==> src/rtl/axi_lite_reg_slave_if.sv <==
// ---------------------------------------------------------------------------
// axi_lite_reg_slave_if
// AXI4-Lite bus bundle between a master agent and the register-bank slave.
//
// Handshake rule, every channel (AW, W, B, AR, R): the source raises
// *valid and holds the payload stable until it sees *ready high at a rising
// edge. A transfer happens on exactly that edge. Ready may be high before
// valid, and valid never waits on ready.
//
// Signals:
//   AW : awaddr[31:0], awprot[2:0], awvalid  -> slave ; awready <- slave
//   W  : wdata[31:0], wstrb[3:0], wvalid     -> slave ; wready  <- slave
//   B  : bresp[1:0], bvalid                  <- slave ; bready  -> slave
//   AR : araddr[31:0], arprot[2:0], arvalid  -> slave ; arready <- slave
//   R  : rdata[31:0], rresp[1:0], rvalid     <- slave ; rready  -> slave
// ---------------------------------------------------------------------------
interface axi_lite_reg_slave_if;
    logic [31:0] awaddr;
    logic [2:0]  awprot;
    logic        awvalid;
    logic        awready;
    logic [31:0] wdata;
    logic [3:0]  wstrb;
    logic        wvalid;
    logic        wready;
    logic [1:0]  bresp;
    logic        bvalid;
    logic        bready;
    logic [31:0] araddr;
    logic [2:0]  arprot;
    logic        arvalid;
    logic        arready;
    logic [31:0] rdata;
    logic [1:0]  rresp;
    logic        rvalid;
    logic        rready;

    modport master (
        output awaddr, awprot, awvalid, wdata, wstrb, wvalid, bready,
               araddr, arprot, arvalid, rready,
        input  awready, wready, bresp, bvalid, arready, rdata, rresp, rvalid
    );

    modport slave (
        input  awaddr, awprot, awvalid, wdata, wstrb, wvalid, bready,
               araddr, arprot, arvalid, rready,
        output awready, wready, bresp, bvalid, arready, rdata, rresp, rvalid
    );
endinterface

==> src/rtl/axi_lite_reg_slave.sv <==
// ---------------------------------------------------------------------------
// axi_lite_reg_slave
// AXI4-Lite slave holding NUM_REGS 32-bit registers at byte address 4*i,
// with byte strobes and optional read-only slots whose read value comes from
// ro_in. One outstanding write and one outstanding read; the two paths are
// independent and run concurrently.
//
// Ports:
//   aclk        clock, rising edge
//   aresetn     asynchronous active-low reset
//   bus         AXI4-Lite slave modport (AW, W, B, AR, R channels)
//   ro_in       read values for read-only slots, register i on [32i+31:32i]
//   reg_out     register contents, register i on [32i+31:32i], RO slots 0
//   wr_state_o  write FSM state (0 collect, 1 response pending)
//   rd_state_o  read FSM state  (0 address, 1 data pending)
// ---------------------------------------------------------------------------
module axi_lite_reg_slave #(
    parameter int unsigned          NUM_REGS    = 8,
    parameter logic [NUM_REGS-1:0]  RO_MASK     = '0,
    parameter logic [31:0]          RESET_VALUE = 32'h0000_0000
) (
    input  logic                     aclk,
    input  logic                     aresetn,
    axi_lite_reg_slave_if.slave      bus,
    input  logic [NUM_REGS*32-1:0]   ro_in,
    output logic [NUM_REGS*32-1:0]   reg_out,
    output logic                     wr_state_o,
    output logic                     rd_state_o
);

    localparam logic [1:0] RESP_OKAY   = 2'b00;
    localparam logic [1:0] RESP_SLVERR = 2'b10;

    typedef enum logic { W_ADDR_DATA = 1'b0, W_RESP = 1'b1 } wr_state_e;
    typedef enum logic { R_ADDR      = 1'b0, R_DATA = 1'b1 } rd_state_e;

    // Register storage. RO slots are kept at zero so reg_out reads 0 there.
    logic [31:0] regs_q [NUM_REGS];
    logic [31:0] regs_d [NUM_REGS];

    // ------------------------------------------------------------------
    // Write path
    // ------------------------------------------------------------------
    wr_state_e   wr_q, wr_d;
    logic        aw_done_q, aw_done_d;
    logic        w_done_q, w_done_d;
    logic [29:0] aw_idx_q, aw_idx_d;
    logic [31:0] wdata_q, wdata_d;
    logic [3:0]  wstrb_q, wstrb_d;
    logic        bvalid_q, bvalid_d;
    logic [1:0]  bresp_q, bresp_d;

    logic        aw_hs, w_hs, commit, wr_ok;
    logic [29:0] c_idx;
    logic [31:0] c_data;
    logic [3:0]  c_strb;

    assign bus.awready = (wr_q == W_ADDR_DATA) && !aw_done_q;
    assign bus.wready  = (wr_q == W_ADDR_DATA) && !w_done_q;
    assign bus.bvalid  = bvalid_q;
    assign bus.bresp   = bresp_q;

    assign aw_hs = bus.awvalid && bus.awready;
    assign w_hs  = bus.wvalid && bus.wready;

    // The write commits on the edge where the later of AW/W completes; the
    // channel completing now contributes its bus value, the other its latch.
    assign commit = (wr_q == W_ADDR_DATA) && (aw_hs || aw_done_q) && (w_hs || w_done_q);
    assign c_idx  = aw_hs ? bus.awaddr[31:2] : aw_idx_q;
    assign c_data = w_hs  ? bus.wdata        : wdata_q;
    assign c_strb = w_hs  ? bus.wstrb        : wstrb_q;

    always_comb begin
        wr_ok = 1'b0;
        for (int i = 0; i < int'(NUM_REGS); i++) begin
            if (c_idx == 30'(i) && !RO_MASK[i]) wr_ok = 1'b1;
        end
    end

    always_comb begin
        wr_d      = wr_q;
        aw_done_d = aw_done_q;
        w_done_d  = w_done_q;
        aw_idx_d  = aw_idx_q;
        wdata_d   = wdata_q;
        wstrb_d   = wstrb_q;
        bvalid_d  = bvalid_q;
        bresp_d   = bresp_q;
        regs_d    = regs_q;
        case (wr_q)
            W_ADDR_DATA: begin
                if (commit) begin
                    for (int i = 0; i < int'(NUM_REGS); i++) begin
                        if (c_idx == 30'(i) && !RO_MASK[i]) begin
                            for (int k = 0; k < 4; k++) begin
                                if (c_strb[k]) regs_d[i][8*k +: 8] = c_data[8*k +: 8];
                            end
                        end
                    end
                    bresp_d   = wr_ok ? RESP_OKAY : RESP_SLVERR;
                    bvalid_d  = 1'b1;
                    aw_done_d = 1'b0;
                    w_done_d  = 1'b0;
                    wr_d      = W_RESP;
                end else begin
                    if (aw_hs) begin
                        aw_done_d = 1'b1;
                        aw_idx_d  = bus.awaddr[31:2];
                    end
                    if (w_hs) begin
                        w_done_d = 1'b1;
                        wdata_d  = bus.wdata;
                        wstrb_d  = bus.wstrb;
                    end
                end
            end
            W_RESP: begin
                if (bus.bready) begin
                    bvalid_d = 1'b0;
                    wr_d     = W_ADDR_DATA;
                end
            end
            default: wr_d = W_ADDR_DATA;
        endcase
    end

    // ------------------------------------------------------------------
    // Read path
    // ------------------------------------------------------------------
    rd_state_e   rd_q, rd_d;
    logic        rvalid_q, rvalid_d;
    logic [31:0] rdata_q, rdata_d;
    logic [1:0]  rresp_q, rresp_d;

    logic        ar_hs, rd_ok;
    logic [29:0] rd_idx;
    logic [31:0] rd_val;

    assign bus.arready = (rd_q == R_ADDR);
    assign bus.rvalid  = rvalid_q;
    assign bus.rdata   = rdata_q;
    assign bus.rresp   = rresp_q;

    assign ar_hs  = bus.arvalid && bus.arready;
    assign rd_idx = bus.araddr[31:2];

    // Reads sample regs_q, so a read captured on a commit edge sees the
    // pre-write value.
    always_comb begin
        rd_val = '0;
        rd_ok  = 1'b0;
        for (int i = 0; i < int'(NUM_REGS); i++) begin
            if (rd_idx == 30'(i)) begin
                rd_ok  = 1'b1;
                rd_val = RO_MASK[i] ? ro_in[32*i +: 32] : regs_q[i];
            end
        end
    end

    always_comb begin
        rd_d     = rd_q;
        rvalid_d = rvalid_q;
        rdata_d  = rdata_q;
        rresp_d  = rresp_q;
        case (rd_q)
            R_ADDR: begin
                if (ar_hs) begin
                    rdata_d  = rd_val;
                    rresp_d  = rd_ok ? RESP_OKAY : RESP_SLVERR;
                    rvalid_d = 1'b1;
                    rd_d     = R_DATA;
                end
            end
            R_DATA: begin
                if (bus.rready) begin
                    rvalid_d = 1'b0;
                    rd_d     = R_ADDR;
                end
            end
            default: rd_d = R_ADDR;
        endcase
    end

    // ------------------------------------------------------------------
    // State registers
    // ------------------------------------------------------------------
    always_ff @(posedge aclk or negedge aresetn) begin
        if (!aresetn) begin
            wr_q      <= W_ADDR_DATA;
            aw_done_q <= 1'b0;
            w_done_q  <= 1'b0;
            aw_idx_q  <= '0;
            wdata_q   <= '0;
            wstrb_q   <= '0;
            bvalid_q  <= 1'b0;
            bresp_q   <= RESP_OKAY;
            rd_q      <= R_ADDR;
            rvalid_q  <= 1'b0;
            rdata_q   <= '0;
            rresp_q   <= RESP_OKAY;
            for (int i = 0; i < int'(NUM_REGS); i++) begin
                regs_q[i] <= RO_MASK[i] ? 32'h0 : RESET_VALUE;
            end
        end else begin
            wr_q      <= wr_d;
            aw_done_q <= aw_done_d;
            w_done_q  <= w_done_d;
            aw_idx_q  <= aw_idx_d;
            wdata_q   <= wdata_d;
            wstrb_q   <= wstrb_d;
            bvalid_q  <= bvalid_d;
            bresp_q   <= bresp_d;
            rd_q      <= rd_d;
            rvalid_q  <= rvalid_d;
            rdata_q   <= rdata_d;
            rresp_q   <= rresp_d;
            for (int i = 0; i < int'(NUM_REGS); i++) begin
                regs_q[i] <= regs_d[i];
            end
        end
    end

    for (genvar g = 0; g < int'(NUM_REGS); g++) begin : g_reg_out
        assign reg_out[32*g +: 32] = regs_q[g];
    end

    assign wr_state_o = wr_q;
    assign rd_state_o = rd_q;

    // Protection bits and the byte offset within a word carry no meaning here.
    logic unused_bits;
    assign unused_bits = ^{bus.awprot, bus.arprot, bus.awaddr[1:0], bus.araddr[1:0]};

endmodule

==> src/flat_wrapper.sv <==
// flat-port wrapper written by rule: the top's interface ports become plain ports
module axi_lite_reg_slave_flat 
#(
    parameter int unsigned          NUM_REGS    = 8,
    parameter logic [NUM_REGS-1:0]  RO_MASK     = '0,
    parameter logic [31:0]          RESET_VALUE = 32'h0000_0000
)
  (aclk, aresetn, ro_in, reg_out, wr_state_o, rd_state_o, bus_awaddr, bus_awprot, bus_awvalid, bus_wdata, bus_wstrb, bus_wvalid, bus_bready, bus_araddr, bus_arprot, bus_arvalid, bus_rready, bus_awready, bus_wready, bus_bresp, bus_bvalid, bus_arready, bus_rdata, bus_rresp, bus_rvalid);
  axi_lite_reg_slave_if bus_i ();
  input  logic aclk;
  input  logic aresetn;
  input  logic [NUM_REGS*32-1:0] ro_in;
  output logic [NUM_REGS*32-1:0] reg_out;
  output logic wr_state_o;
  output logic rd_state_o;
  input wire logic [$bits(bus_i.awaddr)-1:0] bus_awaddr;
  input wire logic [$bits(bus_i.awprot)-1:0] bus_awprot;
  input wire logic [$bits(bus_i.awvalid)-1:0] bus_awvalid;
  input wire logic [$bits(bus_i.wdata)-1:0] bus_wdata;
  input wire logic [$bits(bus_i.wstrb)-1:0] bus_wstrb;
  input wire logic [$bits(bus_i.wvalid)-1:0] bus_wvalid;
  input wire logic [$bits(bus_i.bready)-1:0] bus_bready;
  input wire logic [$bits(bus_i.araddr)-1:0] bus_araddr;
  input wire logic [$bits(bus_i.arprot)-1:0] bus_arprot;
  input wire logic [$bits(bus_i.arvalid)-1:0] bus_arvalid;
  input wire logic [$bits(bus_i.rready)-1:0] bus_rready;
  output wire logic [$bits(bus_i.awready)-1:0] bus_awready;
  output wire logic [$bits(bus_i.wready)-1:0] bus_wready;
  output wire logic [$bits(bus_i.bresp)-1:0] bus_bresp;
  output wire logic [$bits(bus_i.bvalid)-1:0] bus_bvalid;
  output wire logic [$bits(bus_i.arready)-1:0] bus_arready;
  output wire logic [$bits(bus_i.rdata)-1:0] bus_rdata;
  output wire logic [$bits(bus_i.rresp)-1:0] bus_rresp;
  output wire logic [$bits(bus_i.rvalid)-1:0] bus_rvalid;
  assign bus_i.awaddr = bus_awaddr;
  assign bus_i.awprot = bus_awprot;
  assign bus_i.awvalid = bus_awvalid;
  assign bus_i.wdata = bus_wdata;
  assign bus_i.wstrb = bus_wstrb;
  assign bus_i.wvalid = bus_wvalid;
  assign bus_i.bready = bus_bready;
  assign bus_i.araddr = bus_araddr;
  assign bus_i.arprot = bus_arprot;
  assign bus_i.arvalid = bus_arvalid;
  assign bus_i.rready = bus_rready;
  assign bus_awready = bus_i.awready;
  assign bus_wready = bus_i.wready;
  assign bus_bresp = bus_i.bresp;
  assign bus_bvalid = bus_i.bvalid;
  assign bus_arready = bus_i.arready;
  assign bus_rdata = bus_i.rdata;
  assign bus_rresp = bus_i.rresp;
  assign bus_rvalid = bus_i.rvalid;
  axi_lite_reg_slave #(.NUM_REGS(NUM_REGS), .RO_MASK(RO_MASK), .RESET_VALUE(RESET_VALUE)) u_core (.aclk(aclk), .aresetn(aresetn), .bus(bus_i), .ro_in(ro_in), .reg_out(reg_out), .wr_state_o(wr_state_o), .rd_state_o(rd_state_o));
endmodule
==> config.mk <==
export PLATFORM = sky130hd
export DESIGN_NAME = axi_lite_reg_slave_flat
export DESIGN_NICKNAME = d
export VERILOG_FILES = /design/src/rtl/axi_lite_reg_slave_if.sv /design/src/rtl/axi_lite_reg_slave.sv /design/src/flat_wrapper.sv
export SDC_FILE = /design/constraint.sdc
export NUM_CORES = 1
export LEC_CHECK = 0
export ABC_AREA = 1
export ABC_CLOCK_PERIOD_IN_PS = 2320
export CORE_AREA = 2 2 260 262
export CTS_CLUSTER_SIZE = 8
export DETAILED_ROUTE_END_ITERATION = 8
export DIE_AREA = 0 0 262 264
export HOLD_SLACK_MARGIN = 0.08
export SLEW_MARGIN = 20
export SYNTH_ARGS = -nofsm -noshare
export SYNTH_HDL_FRONTEND = slang
export SYNTH_SLANG_ARGS = --single-unit
==> constraint.sdc <==
create_clock -name aclk -period 2.32 [get_ports aclk]
set_input_delay 0.232 -clock aclk [delete_from_list [all_inputs] [get_ports aclk]]
set_output_delay 0.232 -clock aclk [all_outputs]
set_load 0.1 [all_outputs]
==> impl_metrics.json <==
{
  "status": "finished with violations",
  "violations": "setup timing",
  "syn_area_mm2": 0.0173,
  "synth_common_cells": "nand2_1 (674), dfrtp_1 (362), inv_1 (223)",
  "dieArea_mm2": 0.0692,
  "synth_area_leaders": "dfrtp_1 (52%), nand2_1 (15%), inv_1 (4.8%), o21ai_0 (4.8%), nand3_1 (4.6%)",
  "dp_hpwl_mm": 51.9,
  "cts_tree": "built",
  "cts_buffers": 52,
  "crit_arrival_ps": 3020,
  "ant_nets": 0,
  "drt-pass1-iter-count": 6,
  "worstPathRequired_ps": 2840,
  "grt.overflow.total": 0,
  "final_cell_area_mm2": 0.0262,
  "synthCells": 2194,
  "period_needed_ps": 2500,
  "cp_num_cells": 15,
  "drt-initial-drc-count": 1584,
  "clock_sinks": 362,
  "post-route-util": 0.393,
  "routed_wl_mm": 73.0,
  "slew_violations": 0,
  "cellLeakagePower_nw": 12.7,
  "worst_setup_path_start_kind": "register",
  "ys.flop_type": "dfrtp_1",
  "powerDensity_mw_per_mm2": 858,
  "finalNetCount": 3114,
  "fin_ws_ps": -176,
  "place_ws_ps": -443,
  "reg2reg_slack_ps": -180,
  "layout-drive-gt1-share": 0.298,
  "place.port_buffers": 399,
  "grt_util_met1": 0.273,
  "path_class": "register to register",
  "crit_path_end_kind": "register",
  "yosysMostFrequentCell": "nand2_1",
  "use_met2": 0.315,
  "crit_family": "buffers and inverters",
  "worst_pin_slew_ps": 540,
  "place_congestion": 0.881,
  "async_flop_share": 1.00,
  "io_pins": 668,
  "crit_chain": "nor2_4, nand2_4, buf_12, buf_6, nand2_4, o21ai_4, buf_4, nor2_2, buf_4, nand3_2, nor2_4, buf_12, buf_12, nand2_8, a21oi_1",
  "yosys.area.top_type": "dfrtp_1",
  "hold_class": "primary input to asynchronous set/reset pin",
  "placedInstanceArea_mm2": 0.0232,
  "fmax_mhz": 401,
  "path_buf_inv": 6,
  "gr-usage-met3": 0.0408,
  "grt_usage": 0.200,
  "drv_cap": 0,
  "area_growth_pct": 50.8,
  "reg2reg_from": "u_core.wr_state_o$_DFF_PN0_",
  "initial_core_util": 0.261,
  "finalSetupViolCount": 218,
  "fp.dieH_um": 264,
  "fin_skew_ps": 21.3,
  "reg2reg_to": "u_core.reg_out[40]$_DFFE_PN0P_",
  "grt_pass1_wl_mm": 104,
  "post_drt_wl_per_cell_um": 20.1,
  "regArea_mm2": 0.00906,
  "cts_root_buf": "clkbuf_16",
  "slowest_stage": "dfrtp_4",
  "period_share": 1.08,
  "synth.distinct_cells": 34,
  "ys_warn_count": 0,
  "critPathMaxStageDelay_ps": 480,
  "antenna_found_initial": 2,
  "grt_pass1_vias": 16100,
  "vdd_ir_drop_max_uv": 704,
  "die_w_um": 262,
  "avgSynthCellArea_um2": 7.90,
  "rr_worst_depth": 15,
  "rsz0062_at_grt": "yes",
  "grt_max_degree": 91,
  "core-area_mm2": 0.0666,
  "maxSlewHeadroom": 0.640,
  "path_clk_slew_ps": 50,
  "fill_cells": 6646,
  "path_max_fanout": 8,
  "ys_seq_area_frac": 0.522,
  "avgViaCountPerCell": 4.70,
  "yosysTopAreaCellShare": 0.522,
  "std_cell_rows": 95,
  "clkLatencyLatePin_ps": 600,
  "clk_path_buf_depth": 3,
  "multi_input_area_mm2": 0.00808,
  "cts_htree_levels": 2,
  "vias": 17100,
  "ys_ff_latch": 362,
  "drc": 0,
  "top_usage_layer": "met2",
  "cp_common_cell": "buf_12",
  "timing_hold_violations_final": 0,
  "synth-edff-count": 0
}
[worst register-to-register path, stage by stage (launching register included)]
cell,delay [ps]
dfrtp_4,480
nor2_4,150
nand2_4,150
buf_12,180
buf_6,130
nand2_4,60
o21ai_4,70
buf_4,150
nor2_2,120
buf_4,120
nand3_2,100
nor2_4,190
buf_12,180
buf_12,130
nand2_8,80
a21oi_1,150
[layer usage]
layer | vias up | share of wire
li1 | 8194 | -
met1 | 8061 | 0.43
met2 | 677 | 0.46
met3 | 142 | 0.078
met4 | 0 | 0.032
met5 | - | 0
[report_power, final]
| part | total [mW] | switching [mW] | internal, mW |
|---|---|---|---|
| logic | 8.19 | 5.46 | 2.73 |
| registers | 7.23 | 0.266 | 6.97 |
| clock network | 7.01 | 2.86 | 4.15 |
[how the worst max path moves through the flow]
stage	from	end	slack, ps
after CTS	u_core.wr_state_o$_DFF_PN0_	u_core.reg_out[159]$_DFFE_PN0P_	-130
after floorplan	u_core.wr_state_o$_DFF_PN0_	u_core.reg_out[215]$_DFFE_PN0P_	-210
after global routing	u_core.wr_state_o$_DFF_PN0_	u_core.reg_out[159]$_DFFE_PN0P_	-310
after global placement	bus_awvalid	u_core.reg_out[112]$_DFFE_PN0P_	-410
final	u_core.wr_state_o$_DFF_PN0_	u_core.reg_out[40]$_DFFE_PN0P_	-180
after detailed placement	bus_awvalid	u_core.reg_out[113]$_DFFE_PN0P_	-440
[through the flow]
step	instances	power (mW)	hold slack, ps	setup TNS (ps)
floorplan	2195	11.5	-63.6	-13720
global placement	3511	14.3	168	-83390
detailed placement	3511	14.4	166	-89860
CTS	3599	22.0	132	-12280
global route	3630	23.7	160	-53170
finish	3630	22.4	145	-17230
[final cells by class]
cell class	count	area share
sequential	362	0.347
multi-input combinational	1504	0.309
timing repair buffer	598	0.215
clock buffer	59	0.0515
tap	873	0.0418
inverter	227	0.0331
clock inverter	5	0.00316
antenna	2	0.000191
[layout by cell type (no fill, tap or decap), types with 3 or more instances in the layout]
cell type and instances:
a21oi_1 54, a21oi_2 15, a31oi_1 10, buf_12 52, buf_4 415, buf_6 19
buf_8 4, clkbuf_1 5, clkbuf_16 56, clkdlybuf4s50_1 101, dfrtp_1 360, inv_1 220
inv_2 4, nand2_1 590, nand2_2 60, nand2_4 20, nand2_8 22, nand3_1 150
nand3_2 8, nand3_4 8, nand3b_1 7, nand4_1 103, nor2_1 159, nor2_2 15
nor2_4 32, nor3_1 3, nor3_2 4, o21ai_0 123, o21ai_1 40, o21ai_2 63
o21ai_4 6
[cell families (layout without fill, tap and decap cells)]
kind of cell / after synthesis / after routing / share of synthesized area
flip-flops: 362 / 362 / 0.522
other: 1 / 4 / 0.000216
buffers and inverters: 337 / 889 / 0.0805
AND/OR/NAND/NOR: 1179 / 1187 / 0.297
AO/OA/AOI/OAI: 315 / 315 / 0.100
[state kept, by name, indices dropped and copies added (netlist names)]
signal	count
u_core.bus.rvalid	1
u_core.reg_out	256
u_core.wdata_q	32
u_core.w_done_q	1
u_core.wr_state_o	1
u_core.wstrb_q	4
u_core.bus.bresp	1
u_core.bus.rresp	1
u_core.bus.bvalid	1
u_core.bus.rdata	32
u_core.aw_done_q	1
u_core.rd_state_o	1
u_core.aw_idx_q	30
[repair_timing]
action	in CTS	in global routing
hold buffers	1	0
gates resized for setup	68	157
hold endpoints to repair	252	0
gates cloned	3	11
endpoints found under the setup margin	256	258
pin swaps	21	12
setup buffers	20	19
(Power assumes the default switching activity.)
